File: src/rtl/mask_index_iter_pkg.sv
// mask_index_iter_pkg: shared types and sizing for the mask drainer.
// Holds the drain state enum and the index-width derivation.
package mask_index_iter_pkg;

   typedef enum logic {
      IDLE,
      DRAIN
   } state_t;

   // Index width for an n-bit mask; callers size buses with this.
   function automatic int id_len(input int n);
      return (n <= 2) ? 1 : $clog2(n);
   endfunction

endpackage

File: src/rtl/mask_index_iter_if.sv
// mask_index_iter_if: mask-in and index-out handshakes plus clear/count.
// slave = drainer side, master = producer/consumer side.
interface mask_index_iter_if #(
   parameter int N = 32
);
   import mask_index_iter_pkg::*;

   localparam int ID_LEN = id_len(N);

   logic              IN_clear;
   logic              IN_valid;
   logic [N-1:0]      IN_mask;
   logic              OUT_ready;
   logic              OUT_idxValid;
   logic [ID_LEN-1:0] OUT_idx;
   logic              OUT_last;
   logic              IN_idxReady;
   logic [ID_LEN:0]   OUT_remaining;

   modport slave (
      input  IN_clear,
      input  IN_valid,
      input  IN_mask,
      input  IN_idxReady,
      output OUT_ready,
      output OUT_idxValid,
      output OUT_idx,
      output OUT_last,
      output OUT_remaining
   );

   modport master (
      output IN_clear,
      output IN_valid,
      output IN_mask,
      output IN_idxReady,
      input  OUT_ready,
      input  OUT_idxValid,
      input  OUT_idx,
      input  OUT_last,
      input  OUT_remaining
   );

endinterface

File: src/rtl/mask_index_iter_penc.sv
// mask_index_iter_penc: combinational lowest-set-bit priority encoder.
// Ports: in (N), idx (lowest set position, 0 if none), any (in != 0).
module mask_index_iter_penc
   import mask_index_iter_pkg::*;
#(
   parameter int N = 32,
   parameter int ID_LEN = id_len(N)
) (
   input  logic [N-1:0]      in,
   output logic [ID_LEN-1:0] idx,
   output logic              any
);

   // Scan high to low so the lowest set bit is written last.
   always_comb begin
      idx = '0;
      for (int i = N - 1; i >= 0; i--) begin
         if (in[i]) idx = ID_LEN'(i);
      end
   end

   assign any = |in;

endmodule

File: src/rtl/mask_index_iter.sv
// mask_index_iter: takes an N-bit mask, emits set-bit indices lowest first.
// Ports: clk, rst (sync, active high), bus (slave: mask in, index out).
module mask_index_iter
   import mask_index_iter_pkg::*;
#(
   parameter int N = 32
) (
   input  logic              clk,
   input  logic              rst,
   mask_index_iter_if.slave  bus
);

   localparam int ID_LEN = id_len(N);
   localparam int CW = ID_LEN + 1;

   state_t            state, state_n;
   logic [N-1:0]      pend, pend_n;
   logic [CW-1:0]     rem, rem_n;
   logic [CW-1:0]     cnt;
   logic [ID_LEN-1:0] low_idx;
   logic              low_any;
   logic              draining;
   logic              last;
   logic              emit;
   logic              accept;

   mask_index_iter_penc #(
      .N      (N),
      .ID_LEN (ID_LEN)
   ) u_penc (
      .in  (pend),
      .idx (low_idx),
      .any (low_any)
   );

   always_comb begin
      cnt = '0;
      for (int i = 0; i < N; i++) begin
         cnt = cnt + CW'(bus.IN_mask[i]);
      end
   end

   assign draining = (state == DRAIN) && low_any;
   assign last     = draining && (rem == CW'(1));
   assign emit     = draining && bus.IN_idxReady;

   // Reload is allowed while the final index is being consumed.
   assign bus.OUT_ready = !rst && !bus.IN_clear &&
                          ((state == IDLE) || (last && bus.IN_idxReady));
   assign accept = bus.OUT_ready && bus.IN_valid;

   assign bus.OUT_idxValid  = draining;
   assign bus.OUT_idx       = draining ? low_idx : '0;
   assign bus.OUT_last      = last;
   assign bus.OUT_remaining = rem;

   always_comb begin
      state_n = state;
      pend_n  = pend;
      rem_n   = rem;
      if (emit) begin
         pend_n = pend & (pend - N'(1));
         rem_n  = rem - CW'(1);
         if (last) state_n = IDLE;
      end
      // A zero mask completes the handshake but loads nothing.
      if (accept && (|bus.IN_mask)) begin
         pend_n  = bus.IN_mask;
         rem_n   = cnt;
         state_n = DRAIN;
      end
      if (bus.IN_clear) begin
         state_n = IDLE;
         pend_n  = '0;
         rem_n   = '0;
      end
   end

   always_ff @(posedge clk) begin
      if (rst) begin
         state <= IDLE;
         pend  <= '0;
         rem   <= '0;
      end else begin
         state <= state_n;
         pend  <= pend_n;
         rem   <= rem_n;
      end
   end

endmodule

File: src/flat_wrapper.sv
// flat-port wrapper written by rule: the top's interface ports become plain ports
module mask_index_iter_flat import mask_index_iter_pkg::*;
#(
   parameter int N = 32
)
  (clk, rst, bus_IN_clear, bus_IN_valid, bus_IN_mask, bus_IN_idxReady, bus_OUT_ready, bus_OUT_idxValid, bus_OUT_idx, bus_OUT_last, bus_OUT_remaining);
  mask_index_iter_if #(.N(N)) bus_i ();
  input  logic clk;
  input  logic rst;
  input wire logic [$bits(bus_i.IN_clear)-1:0] bus_IN_clear;
  input wire logic [$bits(bus_i.IN_valid)-1:0] bus_IN_valid;
  input wire logic [$bits(bus_i.IN_mask)-1:0] bus_IN_mask;
  input wire logic [$bits(bus_i.IN_idxReady)-1:0] bus_IN_idxReady;
  output wire logic [$bits(bus_i.OUT_ready)-1:0] bus_OUT_ready;
  output wire logic [$bits(bus_i.OUT_idxValid)-1:0] bus_OUT_idxValid;
  output wire logic [$bits(bus_i.OUT_idx)-1:0] bus_OUT_idx;
  output wire logic [$bits(bus_i.OUT_last)-1:0] bus_OUT_last;
  output wire logic [$bits(bus_i.OUT_remaining)-1:0] bus_OUT_remaining;
  assign bus_i.IN_clear = bus_IN_clear;
  assign bus_i.IN_valid = bus_IN_valid;
  assign bus_i.IN_mask = bus_IN_mask;
  assign bus_i.IN_idxReady = bus_IN_idxReady;
  assign bus_OUT_ready = bus_i.OUT_ready;
  assign bus_OUT_idxValid = bus_i.OUT_idxValid;
  assign bus_OUT_idx = bus_i.OUT_idx;
  assign bus_OUT_last = bus_i.OUT_last;
  assign bus_OUT_remaining = bus_i.OUT_remaining;
  mask_index_iter #(.N(N)) u_core (.clk(clk), .rst(rst), .bus(bus_i));
endmodule
File: config.mk
export PLATFORM = sky130hd
export DESIGN_NAME = mask_index_iter_flat
export DESIGN_NICKNAME = d
export VERILOG_FILES = /design/src/rtl/mask_index_iter_pkg.sv /design/src/rtl/mask_index_iter_if.sv /design/src/rtl/mask_index_iter_penc.sv /design/src/rtl/mask_index_iter.sv /design/src/flat_wrapper.sv
export SDC_FILE = /design/constraint.sdc
export NUM_CORES = 1
export LEC_CHECK = 0
export ABC_AREA = 1
export CAP_MARGIN = 20
export CORE_AREA = 3 3 95 97
export CTS_CLUSTER_SIZE = 40
export DETAILED_ROUTE_END_ITERATION = 10
export DIE_AREA = 0 0 98 100
export GPL_TIMING_DRIVEN = 0
export PLACE_DENSITY = 0.64
export SYNTH_ARGS = -nofsm -noshare
export SYNTH_HDL_FRONTEND = slang
export SYNTH_SLANG_ARGS = --single-unit
File: constraint.sdc
create_clock -name clk -period 14.6 [get_ports clk]
set_clock_uncertainty 0.1 [all_clocks]
set_input_delay 2.19 -clock clk [delete_from_list [all_inputs] [get_ports clk]]
set_output_delay 2.19 -clock clk [all_outputs]
set_load 0.01 [all_outputs]
After elaboration in Yosys (flattened, before gate mapping)
Index checks and enable logic that the tools add are counted.
{ "totals": {"reg_bits": 39, "out_inout_bits": 14, "elab_cells": 96} }
{ "op_classes": {"n_addsub": 33, "n_eq_ne": 1, "muxes": 40, "bitwise_logic": 2, "n_reduce_logical": 17} }
{ "op_table": {"columns": ["op", "n"], "rows": [
  ["6-bit by 1-bit adder with 6-bit output", 30],
  ["5-bit 2-to-1 mux", 33],
  ["32-bit 2-to-1 mux", 2],
  ["32-bit OR reduction", 2],
  ["32-bit AND", 1],
  ["32-bit by 1-bit subtractor with 32-bit output (second input constant)", 1],
  ["6-bit 2-to-1 mux", 2],
  ["1-bit logical AND", 8],
  ["6-bit by 1-bit equality test with 1-bit output (second input constant)", 1],
  ["6-bit by 1-bit subtractor with 6-bit output (second input constant)", 1],
  ["2-bit nonzero test", 2],
  ["1-bit 2-to-1 mux", 3],
  ["1-bit by 1-bit adder with 2-bit output", 1],
  ["1-bit zero test", 2],
  ["2-bit AND reduction", 1],
  ["2-bit OR reduction", 1],
  ["1-bit logical OR", 1],
  ["1-bit NOT", 1]
]} }

Logic depth before layout (Yosys ltp)
Gate-level depths: netlist of the first run.
{ "logic_depth": {"ltp_word": 33, "mapped_depth": 31, "mapped_depth_nobuf": 31} }

Modules after synthesis
Synthesis of the first run repeated with hierarchy kept, for this count alone.
{ "unflattened": {"hier_cells": 548, "area_unflattened_um2": 3575.9} }
{ "modules_own_cells": {"columns": ["mod", "n_inst", "cells_per_inst", "area_each_um2", "seq_area_each_um2"], "rows": [
  ["mask_index_iter", 1, 441, 3105.5, 780.7],
  ["mask_index_iter_penc", 1, 107, 470.5, 0.0]
]} }

Least setup slack after synthesis of the first run
Ideal clock, no wire load.
{ "synth_timing": {"path_type": "input -> register", "startpoint": "in bus_IN_mask[0]", "endpoint": "reg u_core.rem[4], in the netlist u_core.bus.OUT_remaining[4]", "setup_time_ns": 0.070, "t_arrival_ns": 6.815, "slack_ns": 7.616, "path_stages": 18, "n_path_buf": 0, "path_cell_list": "inv_1 > ha_1 > inv_1 > fa_1 > fa_1 > fa_1 > fa_1 > fa_1 > fa_1 > inv_1 > fa_1 > fa_1 > a21oi_1 > nor2_1 > nor2_1 > xnor2_1 > o21ai_0 > a21oi_1"} }
{ "synth_between": {"elab_chain_len": 32, "elab_cells_between_ends": 35, "classes_between": "add/sub: 31; mux: 1; reduce/logical: 3"} }
{ "synth_rtl": {"columns": ["item", "line_no", "rtl"], "rows": [
  ["start: declaration", "flat_wrapper.sv:12", "input wire logic [$bits(bus_i.IN_mask)-1:0] bus_IN_mask;"],
  ["1-bit by 1-bit adder with 2-bit output", "mask_index_iter.sv:39", "cnt = cnt + CW'(bus.IN_mask[i]);"],
  ["6-bit by 1-bit adder with 6-bit output (30 in series)", "mask_index_iter.sv:39", null],
  ["6-bit 2-to-1 mux", "mask_index_iter.sv:67", "if (accept && (|bus.IN_mask)) begin"],
  ["end signal: assignment", "mask_index_iter.sv:87", "rem <= rem_n;"],
  ["end: declaration", "mask_index_iter.sv:18", "logic [CW-1:0] rem, rem_n;"]
]} }
Several ways; a longest one is shown, not always the timed one.
A chain may end at the register's enable or synchronous reset.

Final worst setup path of the first run
Ends and elaborated chain as after synthesis.

==> results.md, run 1 <==
- Ys flop type: dfxtp_1
- Die Span X: 98 um
- Routed vias/inst: 5.25
- Max cap viols: 0
- Grt total ovfl: 0
- Vias in the first global route: 3264
- # nets final: approximately 590
- Commonest non-fill, non-tap cell in the layout: inv_1
- Yosys reg bits: 39
- Clk buf depth: 2
- Reg-to-Reg Start: u_core.pend[10]
- Number of synthesized flops with an enable pin: 0
- Core Util, Final: between 40 and 50%
- Routed wire length: ~10000 um
- Pwr Density: ~130 nW/um^2
- Port buffer count: 50
- Filler cell count: around 830
- Relative slew slack: between 50% and 60%
- CORE AREA: 8220 sq um
- Asr flop ratio synth: 0%
- Fin Setup TNS: 0 ns
- Starting Density: approximately two fifths
- Crit path arrival time: 7.60 ns
- Crit path launch: bus_IN_mask[0]
- RSZ-0062 raised after global routing: false
- First-pass iteration count of the detailed router: 5
- Overall Global Routing Usage: 21.2%
- Clock Sinks: 39
- Ys Warns: 0
- Placer Congestion: a little under 0.9
- CTS Buf Count: 5
- Syn avg cell area: between 7 and 8 sq um
- Final Critical Period: roughly 7.5 ns
- Initial antenna violation count: 0
- CTS tree: built
- Io pins: 51
- Kind of critical path: primary input to flip-flop
- Resized Gates After CTS: 0
- Worst-Skew Late Latency: roughly 0.3 ns
- Cell Area, Synth: around 3300 sq um
- Capturing point of the worst reg2reg path: u_core.pend[29]
- First-pass GRT wire length: between 15000 and 20000 um
- Worst-path clk slew: 0.09 ns
- R2R Setup Slk: approximately 12 ns
- Layout cells sized above 1: a little over 8%
- Final setup viols: 0
- Worst Setup End Kind: flip-flop
- Final-report hold violation count: 0
- Final Cell Area: between 4000 and 5000 sq um
- Largest net degree at the start of global routing: 13
- Max Slew Vio Count: 0
- Hold path cells: 2
- Tcrit/Tclk final: between 50% and 60%
- Area delta synth->final: 22.5%
- Peak Freq: 0.134 GHz
- H-tree depth: 2
- Fin cells: a little over 600
- Post-DP Area: between 3000 and 4000 sq um
- Wirelength per Cell: 16.4 um
- DR vias: ~3300
- Seq/Total Area, Yosys: between 20% and 30%
- # hold bufs at CTS: 0
- Ant diodes: 0
- Synth Net Count: about 530
- Setup crit start kind: primary input
- Netlist cell types: 41
- Row count: 33
- Die area: 9800 sq um
- Critical path fanouts, max: 3
- Total power: 526 uW
- Clock root buffer master: clkbuf_8
- Die height: roughly 100 um
- DPL Wire Length: approximately 8000 um
- Syn Inst Count: 460
- Status: finished clean
- Max IR drop VDD: around 0.14 mV
- Hold endpoint: u_core.pend[17]
- Worst Path Required: between 10 and 15 ns
- Most frequent cells in the layout: 84 x inv_1, 73 x nand2_1, 50 x clkdlybuf4s50_1
- Worst slew pin tran: about 0.65 ns
- Hold Crit Class: flip-flop to flip-flop
- R2R cell count: 13
- 1st-iter DRT viols: 231
- Final ANT Viol Nets: 0
- DRC violations left: 0
- Cells after DPL: ~620
- Hold wc startpoint: u_core.pend[17]
- Post-CTS setup buffer count: 0
- Leak pwr: roughly 1.7 nW
## flip-flops by register name, indices dropped and copies added (netlist names)
signal	count
u_core.bus.OUT_remaining	6
u_core.pend	32
u_core.state	1
## cells by family (layout without fill, tap and decap cells)
| kind of cell | count (synthesis) | count (layout) | synth area share, % |
|---|---|---|---|
| flip-flops | 39 | 39 | 23.4 |
| buffers and inverters | 105 | 163 | 13.4 |
| AO/OA/AOI/OAI | 121 | 121 | 21.2 |
| XOR/XNOR | 8 | 8 | 2.10 |
| adder cells (fa/ha/maj) | 35 | 35 | 18.5 |
| AND/OR/NAND/NOR | 152 | 152 | 21.4 |
## where the power goes
group / internal [mW] / switching (mW)
sequential: 0.110 / 0.00382
clock: 0.0554 / 0.0431
combinational: 0.141 / 0.173
total: 0.306 / 0.220
## per-stage QoR
step / setup slack (ns) / hold WS, ns
floorplan: 7.62 / 0.363
global placement: 6.84 / 0.386
detailed placement: 6.81 / 0.393
CTS: 7.12 / 0.404
global route: 6.87 / 0.427
finish: 7.15 / 0.406
## worst max-delay path, stage by stage
cell and delay (ns):
clkdlybuf4s50_1 0.50, inv_1 0.05, ha_1 0.28, inv_1 0.07, fa_1 0.45, fa_1 0.56
fa_1 0.44, fa_1 0.49, fa_1 0.51, fa_1 0.50, inv_1 0.05, fa_1 0.40
fa_1 0.41, a21oi_1 0.17, nor2_1 0.06, nor2_1 0.10, xnor2_1 0.12, o21ai_0 0.10
a21oi_1 0.14
## cells in the mapped netlist (2+ instances only)
library cell,instances,area (sq um)
buf_2,4,20.0
inv_1,84,315
o31ai_1,4,30.0
buf_6,6,67.6
a21oi_4,2,32.5
clkbuf_1,3,11.3
a31oi_1,7,43.8
o211ai_1,4,30.0
ha_1,11,138
nand2_2,4,25.0
nand3_1,15,75.1
a211oi_2,2,25.0
nor2_1,35,131
fa_1,24,480
nor4_1,6,37.5
nor2_2,2,12.5
dfxtp_1,39,781
a21oi_1,45,225
nand4_1,4,25.0
nand2_8,2,40.0
inv_2,5,18.8
nor3_1,8,40.0
nor4_4,2,42.5
xnor2_1,3,26.3
o21ai_0,34,170
xor2_1,5,43.8
nand2_1,73,274
o21ai_1,14,70.1
## layer usage
metal	global-route usage (%)	part of all wire [%]	up-vias
met5	0	0	-
met4	7.24	2.4	0
met3	4.03	5.7	23
met2	37.1	50	101
li1	-	-	1606
met1	26.3	42	1538
## cell type report
cell class	count	area [sq um]	share of cell area, %
Buffer	13	98.8	2.42
Clock buffer	6	82.6	2.02
Clock inverter	2	35.0	0.857
Inverter	92	349	8.54
Multi-Input combinational cell	316	2110	51.6
Sequential cell	39	781	19.1
Tap cell	105	131	3.21
Timing Repair Buffer	50	500	12.2
## how the worst max path moves through the flow
stage / slack (ns) / to
after floorplan: 7.62 / u_core.bus.OUT_remaining[4]
after global placement: 6.84 / u_core.bus.OUT_remaining[4]
after detailed placement: 6.81 / u_core.bus.OUT_remaining[4]
after CTS: 7.12 / u_core.bus.OUT_remaining[4]
after global routing: 6.87 / u_core.bus.OUT_remaining[4]
final: 7.15 / u_core.bus.OUT_remaining[4]
Note: power is estimated with default switching activity, not from simulation.
==> run 2, diff against run 1 <==
Settings changed: PLACE_DENSITY 0.64 to 0.66.
Clock period 14.6 ns to 6.8 ns, I/O delays scaled along.
==> run 2 against run 1 <==
Combinational power is 110% higher. Die area stayed put. Register-to-register slack worse by 7.8 ns. Via count is 1.4% lower. Core utilization is 0.18 points higher. Critical path depth stayed put. Total power is 120% higher. Sequential power is 120% higher. Routed wire length is 1.6% lower. Non-clock buffer count stayed put. Largest cell class unchanged.
==> results.md, run 2 (synthesis gave the netlist of run 1 again) <==
- Status: finished clean
- Busiest grt layer: met2
- H-tree depth: 2 (unchanged)
- Fin Setup TNS: 0 ns (unchanged)
- Clk buf depth: 2 (unchanged)
- Total power: 1.15 mW (+120%)
- GR Util met2: 37.5% (+0.42 points)
- Post-DP Area: 3970 sq um (unchanged)
- 1st-iter DRT viols: 230 (-0.43%)
- Core Util, Final: 49.9% (+0.18 points)
- First-pass GRT wire length: 16700 um (+2.3%)
- Peak Freq: 0.159 GHz
- Largest Register: u_core.pend
- Max reg flops: 32 (unchanged)
- Port buffer count: 50 (unchanged)
- # nets final: 589 (unchanged)
- Kind of critical path: primary input to flip-flop
- Leak pwr: 1.73 nW (+0.24%)
- CTS Buf Count: 5 (unchanged)
- Final ANT Viol Nets: 0 (unchanged)
- Overall Global Routing Usage: 21.6% (+0.37 points)
- Worst-Skew Late Latency: 0.31 ns (about the same)
- M3 GR Usage: 3.96% (-0.069 points)
- Die height: 100 um (unchanged)
- Layout cells sized above 1: 7.92% (-0.19 points)
- Final Cell Area: 4100 sq um (+0.37%)
- Pwr Density: 280 nW/um^2 (+120%)
- Largest net degree at the start of global routing: 13 (unchanged)
- Max cap viols: 0 (unchanged)
- Initial antenna violation count: 0 (unchanged)
- Ant diodes: 0 (unchanged)
- Worst Setup End Kind: flip-flop
- # hold bufs at CTS: 0 (unchanged)
- Wirelength per Cell: 16.2 um (-1.6%)
- Tcrit/Tclk final: between 90 and 100%
- Grt total ovfl: 0 (unchanged)
- Starting Density: 40.6% (unchanged)
- Critical path fanouts, max: 3 (unchanged)
- CTS tree: built
- Crit path arrival time: 6.43 ns (-1.17 ns)
- Vias in the first global route: 3272 (+0.25%)
- Die Span X: 98 um (unchanged)
- Filler cell count: 792 (-4.5%)
- Max Slew Vio Count: 0 (unchanged)
- Worst slew pin tran: 0.608 ns (-0.0436 ns)
- Clock Sinks: 39 (unchanged)
- Relative slew slack: 59.4% (+2.9 points)
- Final Critical Period: between 6 and 7 ns
- Met1 Use GR: 26.9% (+0.52 points)
- Worst Path Required: 6.94 ns (-7.80 ns)
- Worst-path clk slew: 0.08 ns (about the same)
- Area delta synth->final: 22.9%
- Routed wire length: 10100 um (-1.6%)
- DRC violations left: 0 (unchanged)
- DPL Wire Length: 7980 um (-1.6%)
- Resized Gates After CTS: 0 (unchanged)
- DR vias: 3221 (-1.4%)
- Post-CTS setup buffer count: 0 (unchanged)
- Routed vias/inst: 5.17 (-1.4%)
- Post-route setup slack: 0.506 ns (-6.64 ns)
- DP Worst Slack: 0.155 ns (-6.65 ns)
- Commonest non-fill, non-tap cell in the layout: inv_1
- Clock root buffer master: clkbuf_8
- Max IR drop VDD: 0.302 mV (+120%)
- Final-report hold violation count: 0 (unchanged)
- Row count: 33 (unchanged)
- Final setup viols: 0 (unchanged)
- Hold Crit Class: flip-flop to flip-flop
- First-pass iteration count of the detailed router: 5 (unchanged)
- Die area: 9800 sq um (unchanged)
- Most frequent cells in the layout: 84 x inv_1, 73 x nand2_1, 50 x clkdlybuf4s50_1
- Setup crit start kind: primary input
- RSZ-0062 raised after global routing: false
- CORE AREA: 8220 sq um (unchanged)
- Io pins: 51 (unchanged)
- Placer Congestion: 0.890 (+0.60%)
-- run 2: changes by cell type in the layout (fill, tap and decap cells not counted) --
cell       change
bufinv_16      +1
clkbuf_1       +1
clkinv_2       -1
clkbuf_8       -1
-- run 2: final timing paths --
| check | start | to | slack [ns] | cells after the start |
|---|---|---|---|---|
| setup / recovery | bus_IN_mask[0] | u_core.bus.OUT_remaining[4] | 0.51 | 19 |
| hold / removal | u_core.bus.OUT_remaining[1] | u_core.bus.OUT_remaining[1] | 0.40 | 2 |
| setup reg to reg | u_core.pend[20] | u_core.pend[29] | 4.05 | 13 |
| hold reg to reg | u_core.bus.OUT_remaining[1] | u_core.bus.OUT_remaining[1] | 0.40 | 2 |
-- run 2: layout make-up --
| type | instances | area, sq um | share of cell area (%) |
|---|---|---|---|
| clock buffers | 6 | 72.6 | 1.77 |
| multi-input cells | 316 | 2110 | 51.4 |
| repair buffers | 50 | 500 | 12.2 |
| flip-flops and latches | 39 | 781 | 19.0 |
| plain buffers | 13 | 98.8 | 2.41 |
| clock inverters | 2 | 60.1 | 1.46 |
| well taps | 105 | 131 | 3.20 |
| inverters | 92 | 349 | 8.51 |
-- run 2: report_power, final --
group	switching [mW]	internal [mW]	leakage [nW]
sequential	0.00822	0.235	0.316
combinational	0.361	0.302	1.35
clock	0.0944	0.147	0.0654
-- run 2: layer usage --
layer / up-vias / share of wire (%)
met2: 110 / 49
met5: - / 0
li1: 1610 / -
met3: 21 / 6.0
met4: 0 / 2.7
met1: 1480 / 42
-- run 2: worst max-delay path: stages --
cell and delay, ns:
clkdlybuf4s50_1 0.50, inv_1 0.06, ha_1 0.28, inv_1 0.07, fa_1 0.44, fa_1 0.56
fa_1 0.44, fa_1 0.50, fa_1 0.51, fa_1 0.49, inv_1 0.05, fa_1 0.41
fa_1 0.41, a21oi_1 0.16, nor2_1 0.05, nor2_1 0.10, xnor2_1 0.12, o21ai_0 0.10
a21oi_1 0.14
-- run 2: per-stage QoR --
| stage | instances | hold slack (ns) |
|---|---|---|
| after floorplan | 460 | 0.363 |
| after global placement | 615 | 0.388 |
| after detailed placement | 615 | 0.391 |
| after CTS | 623 | 0.404 |
| after global routing | 623 | 0.434 |
| final | 623 | 0.404 |
==> run 3, diff against run 2 <==
Settings changed: CAP_MARGIN 20 to default, DONT_BUFFER_PORTS from default to 1, PLACE_DENSITY 0.66 to 0.58.
==> run 3 against run 2 <==
Flip-flop and latch count is the same. Register-to-register slack worse by 0.13 ns. Die area unchanged. Maximum frequency rose by 8.3%. Final cell count fell by 8.3%. Routed wire length increased by 1.1%. Worst hold slack better by 0.00069 ns. Design area is 14% lower.
==> results.md, run 3 (synthesis gave the netlist of run 1 again) <==
- P_int: 579 uW (-15%)
- Final ANT Viol Nets: 0 (unchanged)
- Die height: 100 um (unchanged)
- CTS Buf Count: 5 (unchanged)
- Setup crit start kind: primary input
- Starting Density: 40.6% (unchanged)
- Final Cell Area: 3540 sq um (-14%)
- Post-DP Area: 3470 sq um (-13%)
- Worst-Skew Late Latency: 0.29 ns (-0.02 ns)
- Clk buf depth: 2 (unchanged)
- CTS tree: built
- Final setup viols: 0 (unchanged)
- Largest net degree at the start of global routing: 11 (-2)
- Leak pwr: 1.52 nW (-13%)
- Most frequent cells in the layout: 84 x inv_1, 73 x nand2_1, 45 x a21oi_1
- Crit path arrival time: 5.89 ns (-0.54 ns)
- Largest Register: u_core.pend
- Fin Setup TNS: 0 ns (unchanged)
- Pwr Density: 287 nW/um^2 (+2.5%)
- Peak Freq: 0.172 GHz (+8.3%)
- CORE AREA: 8220 sq um (unchanged)
- Max reg flops: 32 (unchanged)
- Routed vias/inst: 5.44 (+5.2%)
- H-tree depth: 2 (unchanged)
- Die area: 9800 sq um (unchanged)
- Post-CTS setup buffer count: 0 (unchanged)
- Worst Path Required: 6.88 ns (-0.06 ns)
- Row count: 33 (unchanged)
- Relative slew slack: 36.2% (-23 points)
- Switch Pwr: 437 uW (-5.7%)
- Clock Sinks: 39 (unchanged)
- Max IR drop VDD: 0.484 mV (+60%)
- Filler cell count: 878 (+11%)
- Port buffer count: 0 (-100%)
- Io pins: 51 (unchanged)
- Met2 wire length: 4770 um (-4.1%)
- Kind of critical path: primary input to flip-flop
- R2R Setup Slk: 3.92 ns (-0.13 ns)
- Worst slew pin tran: 0.932 ns (+0.324 ns)
- Worst Setup End Kind: flip-flop
- DR WL met3: 688 um (+14%)
- Vias in the first global route: 3135 (-4.2%)
- RSZ-0062 raised after global routing: false
- 1st-iter DRT viols: 187 (-19%)
- Routed wire length: 10200 um (+1.1%)
- Commonest non-fill, non-tap cell in the layout: inv_1
- First-pass iteration count of the detailed router: 5 (unchanged)
- Layout cells sized above 1: 8.37% (+0.45 points)
- Combinational power share: 61.1% (+3.4 points)
- Hold Crit Class: flip-flop to flip-flop
- Clock root buffer master: clkbuf_8
- Cells after DPL: 565 (-8.1%)
- First-pass GRT wire length: 16500 um (-0.87%)
- Ant diodes: 0 (unchanged)
- Placer Congestion: 0.913 (+2.5%)
- # hold bufs at CTS: 0 (unchanged)
- Max cap viols: 0 (unchanged)
- Total power: 1.02 mW (-11%)
- Clk pwr share: 14.8% (-6.2 points)
- Critical path fanouts, max: 3 (unchanged)
- Sw Ratio: 43.0% (+2.6 points)
- Grt total ovfl: 0 (unchanged)
- Wirelength per Cell: 17.8 um (+10%)
- Multi-input gate area: 2110 sq um (unchanged)
- Status: finished clean
- Metal1 wirelength: 4480 um (+6.2%)
- Area delta synth->final: 6.11%
- Die Span X: 98 um (unchanged)
- Top layer in use: met4
- Sequential share of power: 24.1% (+2.9 points)
- DR vias: 3106 (-3.6%)
- Overall Global Routing Usage: 21.5% (-0.076 points)
- Core Util, Final: 43.1% (-6.8 points)
- Tcrit/Tclk final: 85.4% (-7.1 points)
- Worst-path clk slew: 0.08 ns (about the same)
- Resized Gates After CTS: 0 (unchanged)
- DPL Wire Length: 8180 um (+2.5%)
- # nets final: 539 (-8.5%)
- Max Slew Vio Count: 0 (unchanged)
- Initial antenna violation count: 0 (unchanged)
- Fin cells: 571 (-8.3%)
- Storage cell area: 781 sq um (unchanged)
- Final-report hold violation count: 0 (unchanged)
- Final Critical Period: 5.81 ns (-0.484 ns)
- DRC violations left: 0 (unchanged)
run 3: power groups by stage:
stage	sequential [mW]	clock, mW	combinational (mW)
CTS	0.245	0.153	0.632
global placement	0.250	0	0.616
global route	0.246	0.159	0.724
finish	0.245	0.150	0.621
detailed placement	0.250	0	0.628
floorplan	0.248	0	0.505
run 3: through the flow:
step / setup slack (ns) / hold WS [ns]
after floorplan: 0.986 / 0.363
after global placement: 0.698 / 0.396
after detailed placement: 0.661 / 0.392
after CTS: 0.956 / 0.405
after global routing: 0.710 / 0.442
final: 0.990 / 0.405
run 3: worst max-delay path, cell delays in order:
cell	delay (ns)
inv_1	0.02
ha_1	0.27
inv_1	0.07
fa_1	0.44
fa_1	0.56
fa_1	0.44
fa_1	0.54
fa_1	0.44
fa_1	0.50
inv_1	0.05
fa_1	0.41
fa_1	0.41
a21oi_1	0.17
nor2_1	0.05
nor2_1	0.11
xnor2_1	0.09
o21ai_0	0.24
a21oi_1	0.06
run 3: worst paths after layout:
check,start,end,cells after the start
max,bus_IN_mask[0],u_core.bus.OUT_remaining[4],18
min,u_core.pend[17],u_core.pend[17],2
max reg2reg,u_core.pend[20],u_core.pend[29],13
min reg2reg,u_core.pend[17],u_core.pend[17],2
run 3: cell type report:
class | instances | share of cell area [%]
buffer | 13 | 2.79
clock buffer | 6 | 2.05
multi-input combinational | 316 | 59.6
inverter | 92 | 9.86
tap | 105 | 3.71
sequential | 39 | 22.0
run 3: routing by layer:
metal | GRT usage (%) | vias to the layer above
met5 | 0 | -
li1 | - | 1504
met4 | 6.92 | 0
met3 | 5.14 | 21
met2 | 36.4 | 107
met1 | 27.2 | 1474
